==> src/rtl/imem_loader_if.sv <==
// imem_loader_if: byte-stream link plus imem write port for the boot loader.
//   in_valid/in_data  host -> loader byte stream
//   in_ready          loader -> host, byte accepted when in_valid & in_ready
//   wr_en/wr_address/wr_data  loader -> imem write port, one pulse per word
// master: host/bench side (drives the stream, observes the write port)
// slave : loader side (consumes the stream, drives the write port)
interface imem_loader_if #(
  parameter int ADDR_W = 12
);
  logic              in_valid;
  logic [7:0]        in_data;
  logic              in_ready;
  logic              wr_en;
  logic [ADDR_W-1:0] wr_address;
  logic [31:0]       wr_data;

  modport master (
    output in_valid, in_data,
    input  in_ready, wr_en, wr_address, wr_data
  );

  modport slave (
    input  in_valid, in_data,
    output in_ready, wr_en, wr_address, wr_data
  );
endinterface

==> src/rtl/imem_loader.sv <==
// imem_loader: boot-time instruction-memory writer.
// Receives a framed byte stream {LEN_HI, LEN_LO, 4*N data bytes, XOR checksum},
// packs data bytes big-endian into 32-bit words and writes them to imem at
// sequential word addresses starting at 0. The processor is held in reset
// (cpu_hold=1) until a complete, checksum-verified image has been written.
// Ports:
//   clock       rising-edge clock
//   reset       asynchronous, active-low
//   start       one-cycle pulse, begins a load from IDLE/DONE/ERROR
//   bus         imem_loader_if.slave: byte stream in, imem write port out
//   cpu_hold    processor reset, low only in DONE
//   busy        loading (LEN_HI, LEN_LO, DATA, CHECK)
//   done/error  final status of the last load
//   word_count  words written in the current or last load
// All outputs are registered; status flops are loaded from the next state.
module imem_loader #(
  parameter int ADDR_W = 12
) (
  input  logic              clock,
  input  logic              reset,
  input  logic              start,
  imem_loader_if.slave      bus,
  output logic              cpu_hold,
  output logic              busy,
  output logic              done,
  output logic              error,
  output logic [ADDR_W:0]   word_count
);

  // Largest legal image, in words. ADDR_W <= 15 keeps this inside 16 bits.
  localparam logic [15:0] LIMIT = 16'(1) << ADDR_W;

  typedef enum logic [2:0] {
    IDLE,
    LEN_HI,
    LEN_LO,
    DATA,
    CHECK,
    DONE,
    ERROR
  } state_t;

  state_t          state, state_nxt;
  logic [7:0]      len_hi;     // high length byte, held until LEN_LO arrives
  logic [ADDR_W:0] len;        // image length in words (only legal values kept)
  logic [7:0]      xor_acc;    // running XOR of every frame byte so far
  logic [1:0]      byte_cnt;   // byte position within the current word
  logic [31:0]     word_reg;   // shift register, doubles as wr_data

  logic            accept;
  logic            load_go;
  logic            word_done;
  logic            last_word;
  logic            ready_nxt;
  logic [15:0]     len_rx;
  logic [ADDR_W:0] wc_inc;

  assign accept  = bus.in_valid & bus.in_ready;
  assign len_rx  = {len_hi, bus.in_data};
  assign wc_inc  = word_count + {{ADDR_W{1'b0}}, 1'b1};
  assign bus.wr_data = word_reg;

  // word_count is always current when a word completes: a word takes at least
  // four accepts, and the previous write pulse ends on the accept after it.
  assign last_word = (wc_inc == len);

  always_comb begin
    state_nxt = state;
    load_go   = 1'b0;
    word_done = 1'b0;
    ready_nxt = 1'b0;
    case (state)
      IDLE, DONE, ERROR: begin
        if (start) begin
          state_nxt = LEN_HI;
          load_go   = 1'b1;
        end
      end
      LEN_HI: begin
        if (accept) state_nxt = LEN_LO;
      end
      LEN_LO: begin
        if (accept) begin
          if (len_rx > LIMIT)      state_nxt = ERROR;
          else if (len_rx == '0)   state_nxt = CHECK;
          else                     state_nxt = DATA;
        end
      end
      DATA: begin
        if (accept && byte_cnt == 2'd3) begin
          word_done = 1'b1;
          if (last_word) state_nxt = CHECK;
        end
      end
      CHECK: begin
        if (accept) state_nxt = (bus.in_data == xor_acc) ? DONE : ERROR;
      end
      default: state_nxt = IDLE;
    endcase

    case (state_nxt)
      LEN_HI, LEN_LO, DATA, CHECK: ready_nxt = 1'b1;
      default:                     ready_nxt = 1'b0;
    endcase
  end

  always_ff @(posedge clock or negedge reset) begin
    if (!reset) begin
      state          <= IDLE;
      bus.in_ready   <= 1'b0;
      busy           <= 1'b0;
      done           <= 1'b0;
      error          <= 1'b0;
      cpu_hold       <= 1'b1;
      bus.wr_en      <= 1'b0;
      bus.wr_address <= '0;
      word_count     <= '0;
      word_reg       <= '0;
      len_hi         <= '0;
      len            <= '0;
      xor_acc        <= '0;
      byte_cnt       <= '0;
    end else begin
      state        <= state_nxt;
      bus.in_ready <= ready_nxt;
      busy         <= ready_nxt;
      done         <= (state_nxt == DONE);
      error        <= (state_nxt == ERROR);
      cpu_hold     <= (state_nxt != DONE);
      bus.wr_en    <= word_done;

      // Address and count advance on the edge that ends each write pulse;
      // the address wraps naturally, the count is one bit wider and does not.
      if (bus.wr_en) begin
        bus.wr_address <= bus.wr_address + {{(ADDR_W-1){1'b0}}, 1'b1};
        word_count     <= wc_inc;
      end

      if (load_go) begin
        bus.wr_address <= '0;
        word_count     <= '0;
        xor_acc        <= '0;
        byte_cnt       <= '0;
      end

      if (accept) begin
        case (state)
          LEN_HI: begin
            len_hi  <= bus.in_data;
            xor_acc <= xor_acc ^ bus.in_data;
          end
          LEN_LO: begin
            len     <= len_rx[ADDR_W:0];
            xor_acc <= xor_acc ^ bus.in_data;
          end
          DATA: begin
            word_reg <= {word_reg[23:0], bus.in_data};
            byte_cnt <= byte_cnt + 2'd1;
            xor_acc  <= xor_acc ^ bus.in_data;
          end
          default: ;
        endcase
      end
    end
  end

endmodule

==> src/flat_wrapper.sv <==
// flat-port wrapper written by rule: the top's interface ports become plain ports
module imem_loader_flat 
#(
  parameter int ADDR_W = 12
)
  (clock, reset, start, cpu_hold, busy, done, error, word_count, bus_in_valid, bus_in_data, bus_in_ready, bus_wr_en, bus_wr_address, bus_wr_data);
  imem_loader_if #(.ADDR_W(ADDR_W)) bus_i ();
  input  logic clock;
  input  logic reset;
  input  logic start;
  output logic cpu_hold;
  output logic busy;
  output logic done;
  output logic error;
  output logic [ADDR_W:0] word_count;
  input wire logic [$bits(bus_i.in_valid)-1:0] bus_in_valid;
  input wire logic [$bits(bus_i.in_data)-1:0] bus_in_data;
  output wire logic [$bits(bus_i.in_ready)-1:0] bus_in_ready;
  output wire logic [$bits(bus_i.wr_en)-1:0] bus_wr_en;
  output wire logic [$bits(bus_i.wr_address)-1:0] bus_wr_address;
  output wire logic [$bits(bus_i.wr_data)-1:0] bus_wr_data;
  assign bus_i.in_valid = bus_in_valid;
  assign bus_i.in_data = bus_in_data;
  assign bus_in_ready = bus_i.in_ready;
  assign bus_wr_en = bus_i.wr_en;
  assign bus_wr_address = bus_i.wr_address;
  assign bus_wr_data = bus_i.wr_data;
  imem_loader #(.ADDR_W(ADDR_W)) u_core (.clock(clock), .reset(reset), .start(start), .bus(bus_i), .cpu_hold(cpu_hold), .busy(busy), .done(done), .error(error), .word_count(word_count));
endmodule
==> config.mk <==
export PLATFORM = sky130hd
export DESIGN_NAME = imem_loader_flat
export DESIGN_NICKNAME = d
export VERILOG_FILES = /design/src/rtl/imem_loader_if.sv /design/src/rtl/imem_loader.sv /design/src/flat_wrapper.sv
export SDC_FILE = /design/constraint.sdc
export NUM_CORES = 1
export LEC_CHECK = 0
export CORE_ASPECT_RATIO = 1.2
export CORE_UTILIZATION = 48
export DETAILED_ROUTE_END_ITERATION = 10
export HOLD_SLACK_MARGIN = 0.08
export MAX_ROUTING_LAYER = met4
export PLACE_DENSITY = 0.86
export SETUP_SLACK_MARGIN = 0.2
export SLEW_MARGIN = 30
export SYNTH_ARGS = -nofsm -noshare
export SYNTH_HDL_FRONTEND = slang
export SYNTH_SLANG_ARGS = --single-unit
==> constraint.sdc <==
create_clock -name clock -period 1.9 [get_ports clock]
set_input_delay 0.19 -clock clock [delete_from_list [all_inputs] [get_ports clock]]
set_output_delay 0.19 -clock clock [all_outputs]
set_load 0.01 [all_outputs]
Word level (Yosys, flattened, before mapping)
Cells that the tools add are included.
{"block": "classes", "n_shift": 0, "reduce_logical": 10, "div": 0, "bitwise": 2, "n_addsub": 3, "n_mux": 25, "magnitude_cmp": 1, "multipliers": 0, "n_eq_ne": 16}
{"cell": "$mux W13", "n": 2}
{"cell": "$mux W12", "n": 2}
{"cell": "$mux W3", "n": 8}
{"cell": "$mux W8", "n": 3}
{"cell": "$eq A3 B3 Y1 const B", "n": 6}
{"cell": "$gt A16 B13 Y1 const B", "n": 1}
{"cell": "$logic_not A16 Y1", "n": 1}
{"cell": "$pmux W3 S5", "n": 1}
{"cell": "$add A13 B1 Y13 const B", "n": 1}
{"cell": "$eq A13 B13 Y1", "n": 1}
{"cell": "$add A12 B1 Y12 const B", "n": 1}
{"cell": "$eq A3 B2 Y1 const B", "n": 4}
{"cell": "$eq A8 B8 Y1", "n": 1}
{"cell": "$mux W2", "n": 4}
{"cell": "$xor A8 B8 Y8", "n": 1}
{"cell": "$eq A3 B1 Y1 const B", "n": 2}
{"cell": "$reduce_and A2 Y1", "n": 3}
{"cell": "$reduce_or A3 Y1", "n": 2}
{"cell": "$mux W1", "n": 5}
{"cell": "$reduce_or A4 Y1", "n": 1}
{"cell": "$logic_not A3 Y1", "n": 1}
{"cell": "$ne A3 B3 Y1 const B", "n": 1}
{"cell": "$add A2 B1 Y2 const B", "n": 1}
{"cell": "$eq A2 B2 Y1 const B", "n": 1}
{"cell": "3 further kinds", "n": 3}
{"block": "word_totals", "latchBits": 0, "mem_count": 0, "romBits": 0, "output_inout_bits": 63, "input_bits": 12, "elab_cells": 70, "regBits": 96, "ram_bits": 0}

Depth between registers and ports, before layout
Gate-level depths: netlist (run 1).
{"block": "depth", "ltp_word": 8, "depth_mapped": 8, "depth_no_buf": 7}

Worst setup path after synthesis (run 1)
Ideal clock, no wire load.
{"block": "synth_path", "kind": "flip-flop to flip-flop", "startpoint": "reg u_core.word_count[0]", "endpoint": "reg u_core.error", "arrival_ns": 2.057, "setup_time_ns": 0.066, "path_stages_with_launch": 8, "t_required_ns": 1.834, "path_slack_ns": -0.222, "path_buffers": 0, "period_less_slack_ns": 2.122, "path_cell_list": "dfrtp_1 -> ha_1 -> xnor2_1 -> nand3_1 -> a2111oi_0 -> nand4_1 -> nor4_4 -> o211a_1"}
{"block": "synth_between", "elab_chain_cells": 6}
{"item": "start, declared", "line": "imem_loader.sv:27", "text": "output logic [ADDR_W:0] word_count"}
{"item": "start signal, assigned", "line": "imem_loader.sv:136", "text": "word_count <= wc_inc;"}
{"item": "$add A13 B1 Y13", "line": "imem_loader.sv:60", "text": "assign wc_inc = word_count + {{ADDR_W{1'b0}}, 1'b1};"}
{"item": "$eq A13 B13 Y1", "line": "imem_loader.sv:65", "text": "assign last_word = (wc_inc == len);"}
{"item": "$mux W3", "line": "imem_loader.sv:92", "text": "if (last_word) state_nxt = CHECK;"}
{"item": "$mux W3", "line": "imem_loader.sv:90", "text": "if (accept && byte_cnt == 2'd3) begin"}
{"item": "$pmux W3 S5", "line": "imem_loader.sv:72", "text": "case (state)"}
{"item": "$eq A3 B3 Y1", "line": "imem_loader.sv:128", "text": "error <= (state_nxt == ERROR);"}
{"item": "end signal, assigned", "line": "imem_loader.sv:128"}
{"item": "end, declared", "line": "imem_loader.sv:26", "text": "output logic error,"}
Every way passes these cells.
A chain may end at the register's enable or synchronous reset.

Worst setup path in the final report (run 1)
{"block": "layout_path", "startpoint": "reg u_core.word_count[1]", "endpoint": "reg u_core.error"}
Same word-level chain as after synthesis.

==> metrics.txt, run 1 <==
length of the first detailed-routing pass in iterations=5; capture instance of the worst register-to-register path=u_core.error$_DFF_PN0_; Non-Filler Instances=663; unrepaired setup endpoints after global routing=true; worst reg-to-reg path cell count=8; failing checks=setup timing; critical path class=reg2reg; synthesized flop and latch total=96; Post-Synthesis Cells=402; final instance area=6660 um^2; final max-slew violation count=0; Warnings, synthesis=0; final setup vio count=7; buffer cell driving the clock tree root=clkbuf_8; power density cells=1330 nW/um^2; final antenna-violating net count=0; Die W=91.6 um; number of enable-type register cells in the synthesized netlist=0; worst r2r src=u_core.word_count[1]$_DFFE_PN0P_; DRC violation count after routing=0; CP arrival=2420 ps; total number of vias=3832; die area=10000 um^2; CTS tree=done; main area contributors after synthesis=dfrtp_1, mux2_2, xor2_1; worst min-delay path class=in2async; Synth cell types=55; synthesis-to-layout area growth=44.0%; Main synth FF type=dfrtp_1; required time of the worst setup path=2210 ps; period utilization=111%; overall fraction of global-route tracks in use=24.2%; floorplan die height=110 um; status=complete, but fails checks; grt ovf=0; dpl cell area=5910 um^2; Setup Skew=20.3 ps; endpoint kind of the worst setup timing path=flop; initial antenna violation count=0; number of buffers on the longest clock path=2; Initial Utilization=50.2%; final RePlAce weighted congestion=0.871; FF-to-FF setup slack=-210 ps; Critical Path Fanout Max=4; clock edge transition at the registers on the reported setup and hold paths=110 ps; Core Box Area=9220 um^2; number of maximum-capacitance violations=0; number of port buffers=74; clk sinks=96; leakage power of the design=2.97 nW; final routed wirelength across all metal layers=13200 um; pre-CTS WS=-345 ps; share of async-settable or async-resettable flops after synthesis=100%; number of buffers inserted during clock tree synthesis=9; count of nets after finishing=553; sequence of cells on the critical path=ha_4 > xnor2_2 > nand3_1 > a2111oi_2 > nand4_1 > buf_4 > nor4_4 > o211a_1; Hold Vio Cnt, Final=0; layout cells sized above 1=33.3%; number of global-route vias before repair=3716; syn_nets=417; post-synthesis area per instance=11.5 um^2; largest vdd supply drop=1240 uV; min Tclk post-route=2110 ps; clk_lat worst skew=390 ps; Clock H-tree levels=3; Worst Max-Slew Pin Slew=507 ps; highest cell delay on the worst timing path=450 ps; floorplan row count=38; aggregate negative setup slack=-1050 ps; slack of the critical path=-207 ps; Slew headroom=66.2%; pin count of the biggest net entering global routing=44; io pins=75; number of placed instances with taps included=626; Max Clk Rate=475 MHz; Critical-path top delay cell=dfrtp_2; DRT iter0 DRCs=255; post-synthesis sequential area ratio=51.9%; startpoint type of the worst setup path=flop; average wire per standard cell=19.8 um; global-route wire length before repair=18200 um; Post-Synthesis Cell Area=4630 um^2; cell taking the most area after synthesis=dfrtp_1; area share of the largest cell type after synthesis=51.4%; detailed-route vias per instance=5.78; detailed placer's ending HPWL=7760 um; antenna fix cells=0
[registers in the layout, indices dropped and copies added, names as in the netlist]
name                   count
u_core.done                1
u_core.len_hi              8
u_core.word_count         13
u_core.xor_acc             8
u_core.bus.in_ready        1
u_core.bus.wr_data        32
u_core.state               3
u_core.byte_cnt            2
u_core.len                13
u_core.cpu_hold            1
u_core.error               1
u_core.bus.wr_address     12
u_core.bus.wr_en           1
[critical path, delay by kind of cell, from the launching register on]
family | cells | cell delay, ps
compound gates | 2 | 400
xor+xnor | 1 | 150
fa+ha+maj | 1 | 270
buf+inv | 1 | 180
flops | 1 | 450
simple gates | 3 | 590
[kinds of logic after synthesis]
family | synth area share (%)
AO/OA/AOI/OAI | 6.54
XOR/XNOR | 9.22
adder cells (fa/ha/maj) | 1.24
buffers and inverters | 2.51
flip-flops | 51.9
multiplexers | 13.5
AND/OR/NAND/NOR | 15.0
[synthesized netlist by cell type (2+ instances only)]
library cell,count
mux2_1,10
a21o_1,8
inv_1,6
o21a_1,2
maj3_1,2
a31oi_1,3
ha_1,3
nand3_1,11
dfrtp_1,95
nor2b_1,3
o21ai_1,3
and3_1,6
xor2_1,23
mux2_2,43
o21bai_1,2
nor3b_1,10
nand2_1,18
buf_6,2
nor4_1,6
xnor2_2,2
xnor2_1,22
nor2_1,40
a21oi_1,4
buf_4,2
nand2b_1,5
clkbuf_1,7
nor3_1,4
o22ai_1,2
mux2i_1,3
o21ai_0,10
nand4_1,14
buf_2,6
and2_1,3
[layout by cell type (no fill, tap or decap), types with 5 or more instances in the layout]
cell type	n
nand3_1	9
xnor2_1	20
nor3b_1	8
a21o_1	8
mux2_1	8
nand2_1	16
mux2_4	25
buf_6	8
clkbuf_8	9
mux2_2	20
dfrtp_1	86
o21ai_0	8
dfrtp_2	9
and3_1	5
clkdlybuf4s50_1	67
inv_1	6
nand4_1	14
xor2_1	23
nor2_1	37
buf_4	52
[what timing repair did]
action,4_1_cts,5_1_grt
pin swaps,11,14
gates resized for setup,19,55
cloned,0,4
setup buffers,3,13
endpoints found under the setup margin,18,94
hold buffers,1,0
endpoints found under the hold margin,34,0
[per-stage QoR]
stage          util (%)  hold WS [ps]  power [mW]
2_1_floorplan         -          -106        5.17
3_3_place_gp       64.1           182        6.46
3_5_place_dp       64.1           188        6.62
4_1_cts            67.7           320        8.12
5_1_grt            72.2           344        9.25
6_report           72.2           311        8.85
[final cells by class]
cell class              count  area (um^2)
clock inverters             7         93.8
multi-input cells         283         2460
repair buffers            142         1400
clock buffers               9          124
fillers                   593         2560
inverters                   6         22.5
flip-flops and latches     96         2410
well taps                 120          150
[layer usage]
layer  part of all wire [%]  track usage, %  vias to the layer above  wire length (um)
met1                     39            27.8                     1912              5110
met4                    4.0            11.3                        0               532
li1                       -               -                     1684                 -
met5                      0               -                        -                 0
met2                     52            41.4                      180              6850
met3                    5.0            4.43                       56               662
[report_power, final]
group | switching (mW) | internal, mW | total, mW
clock network | 0.865 | 0.538 | 1.40
logic | 1.66 | 2.25 | 3.91
registers | 0.755 | 2.78 | 3.54
total | 3.28 | 5.57 | 8.85
[worst max path at each step]
stage	start	to	slack, ps	cells past startpoint
6_report	u_core.word_count[1]$_DFFE_PN0P_	u_core.error$_DFF_PN0_	-210	8
5_1_grt	u_core.word_count[1]$_DFFE_PN0P_	u_core.error$_DFF_PN0_	-330	8
4_1_cts	u_core.word_count[4]$_DFFE_PN0P_	u_core.error$_DFF_PN0_	-130	7
3_5_place_dp	bus_in_data[1]	u_core.bus.in_ready$_DFF_PN0_	-340	8
3_3_place_gp	bus_in_data[2]	u_core.bus.in_ready$_DFF_PN0_	-210	8
2_1_floorplan	u_core.word_count[2]$_DFFE_PN0P_	u_core.error$_DFF_PN0_	-30	8
Note: power is estimated with default switching activity, not from simulation.
==> run 2: changes to the inputs <==
--- a/config.mk
+++ b/config.mk
@@ -5,6 +5,7 @@
 export SDC_FILE = /design/constraint.sdc
 export NUM_CORES = 1
 export LEC_CHECK = 0
+export CAP_MARGIN = 20
 export CORE_ASPECT_RATIO = 1.2
 export CORE_UTILIZATION = 48
 export DETAILED_ROUTE_END_ITERATION = 10
==> results of run 2 <==
Same layout as run 1: the final DEF is identical, and so are final timing and power.
==> run 3: changes to the inputs <==
--- a/config.mk
+++ b/config.mk
@@ -7,6 +7,7 @@
 export LEC_CHECK = 0
 export CAP_MARGIN = 20
 export CORE_ASPECT_RATIO = 1.2
+export CORE_MARGIN = 2
 export CORE_UTILIZATION = 48
 export DETAILED_ROUTE_END_ITERATION = 10
 export HOLD_SLACK_MARGIN = 0.08
==> metrics.txt, run 3 (synthesis gave the netlist of run 1 again) <==
switching power summed over all nets=3.01 mW; Clock H-tree levels=3; clk sinks=96; power density cells=1330 nW/um^2; largest vdd supply drop=1160 uV; length of the first detailed-routing pass in iterations=4; number of buffers inserted during clock tree synthesis=9; Max Clk Rate=486 MHz; worst min-delay path class=in2async; global-route wire length before repair=18200 um; layout cells sized above 1=32.5%; switching power as a share of total power=34.2%; status=complete, but fails checks; Critical-path top delay cell=dfrtp_2; pre-CTS WS=-355 ps; flip-flop count of the largest register after layout=32; buffer cell driving the clock tree root=clkbuf_16; hold slack final=337 ps; final max-slew violation count=0; failing checks=setup timing; antenna fix cells=0; internal power contribution=5.81 mW; final routed wirelength across all metal layers=12100 um; CTS tree=done; count of nets after finishing=549; startpoint type of the worst setup path=flop; Worst Max-Slew Pin Slew=485 ps; DRC violation count after routing=0; final instance area=6620 um^2; number of buffers on the longest clock path=2; overall fraction of global-route tracks in use=23.1%; final RePlAce weighted congestion=0.926; aggregate negative setup slack=-766 ps; sequence of cells on the critical path=buf_4 > and3_4 > xnor2_4 > a21oi_2 > or3_4 > nor4_4 > o21a_1; initial antenna violation count=0; DRT iter0 DRCs=156; leakage power of the design=2.84 nW; io pins=75; period utilization=108%; Setup Skew=6.81 ps; min Tclk post-route=2060 ps; pin count of the biggest net entering global routing=36; capture instance of the worst register-to-register path=u_core.done$_DFF_PN0_; grt ovf=0; unrepaired setup endpoints after global routing=true; dpl cell area=5910 um^2; worst r2r src=u_core.word_count[1]$_DFFE_PN0P_; critical path class=reg2reg; FF-to-FF setup slack=-160 ps; floorplan die height=112 um; highest cell delay on the worst timing path=450 ps; required time of the worst setup path=2190 ps; clock edge transition at the registers on the reported setup and hold paths=70 ps; number of maximum-capacitance violations=0; Hold Vio Cnt, Final=0; average wire per standard cell=18.3 um; relative contribution of combinational cells to total power=41.6%; highest-count cells in the layout ignoring fill and taps=dfrtp_1, clkdlybuf4s50_1, buf_4, mux2_2, nor2_1; synthesis-to-layout area growth=43.0%; CP arrival=2350 ps; clk_lat worst skew=350 ps; number of port buffers=74; die area=10400 um^2; final setup vio count=6; Die W=93.6 um; endpoint kind of the worst setup timing path=flop; Initial Utilization=48.9%; most common cell after layout, fill and taps aside=dfrtp_1; worst reg-to-reg path cell count=7; clock share of power=19.0%; final antenna-violating net count=0; Slew headroom=67.4%; detailed-route vias per instance=5.52; floorplan row count=39; Final Util=69.9%; total number of vias=3656; Critical Path Fanout Max=6; slack of the critical path=-157 ps; detailed placer's ending HPWL=7730 um; number of global-route vias before repair=3677; share of total power in sequential cells=39.4%; Core Box Area=9470 um^2
[run 3: changes by cell type in the layout (fill, tap and decap cells not counted), sizes merged]
cell           previous run  this run
buf                      65        61
clkinv                    4         2
clkbuf                   12        13
inv                       9         7
clkdlybuf4s50            67        70
clkinvlp                  0         3
dlymetal6s2s              4         1
[run 3: worst max path at each step]
stage                                startpoint                             to  slack, ps  cells past startpoint
2_1_floorplan  u_core.word_count[2]$_DFFE_PN0P_         u_core.error$_DFF_PN0_        -30                      8
3_5_place_dp                     bus_in_data[3]  u_core.bus.in_ready$_DFF_PN0_       -350                      8
4_1_cts        u_core.word_count[1]$_DFFE_PN0P_         u_core.error$_DFF_PN0_       -150                      7
5_1_grt        u_core.word_count[4]$_DFFE_PN0P_          u_core.done$_DFF_PN0_       -230                      7
3_3_place_gp                     bus_in_data[6]  u_core.bus.in_ready$_DFF_PN0_       -240                      8
6_report       u_core.word_count[1]$_DFFE_PN0P_          u_core.done$_DFF_PN0_       -160                      7
[run 3: metrics by stage]
step	power, mW	instances
final	8.82	662
after global routing	9.27	662
after CTS	8.55	654
after detailed placement	6.64	629
after global placement	6.47	629
after floorplan	5.17	402
[run 3: cell type report]
type	count	area (um^2)
Inverter	6	22.5
Fill cell	668	2850
Tap cell	123	154
Sequential cell	96	2410
Clock buffer	10	229
Multi-Input combinational cell	283	2390
Timing Repair Buffer	138	1360
Clock inverter	6	45.0
[run 3: what timing repair did]
| action | CTS | global route |
|---|---|---|
| pin swaps | 15 | 6 |
| resized for setup | 19 | 29 |
| hold buffers | 1 | 0 |
| buffers inserted | 7 | 5 |
| endpoints found under the setup margin | 19 | 91 |
| gates cloned | 1 | 3 |
| endpoints found under the hold margin | 32 | 0 |
[run 3: per-layer routing]
metal / vias up / GRT usage, % / part of all wire, % / wire, um
met1: 1815 / 27.1 / 39 / 4770
met4: 0 / 10.5 / 2.9 / 350
met3: 31 / 4.60 / 4.6 / 560
met5: - / - / 0 / 0
met2: 132 / 38.0 / 53 / 6470
li1: 1678 / - / - / -
[run 3: power by group through the flow]
stage / sequential, mW / clock (mW) / combinational, mW
5_1_grt: 3.56 / 1.79 / 3.92
3_3_place_gp: 3.40 / 0 / 3.07
4_1_cts: 3.44 / 1.69 / 3.41
2_1_floorplan: 3.46 / 0 / 1.70
3_5_place_dp: 3.45 / 0 / 3.19
6_report: 3.48 / 1.67 / 3.67
[run 3: critical path, delay by kind of cell, from the launching register on]
kind,cells,cell delay (ps)
flip-flops,1,450
AO/OA/AOI/OAI,2,260
buffers and inverters,1,150
XOR/XNOR,1,170
AND/OR/NAND/NOR,3,960
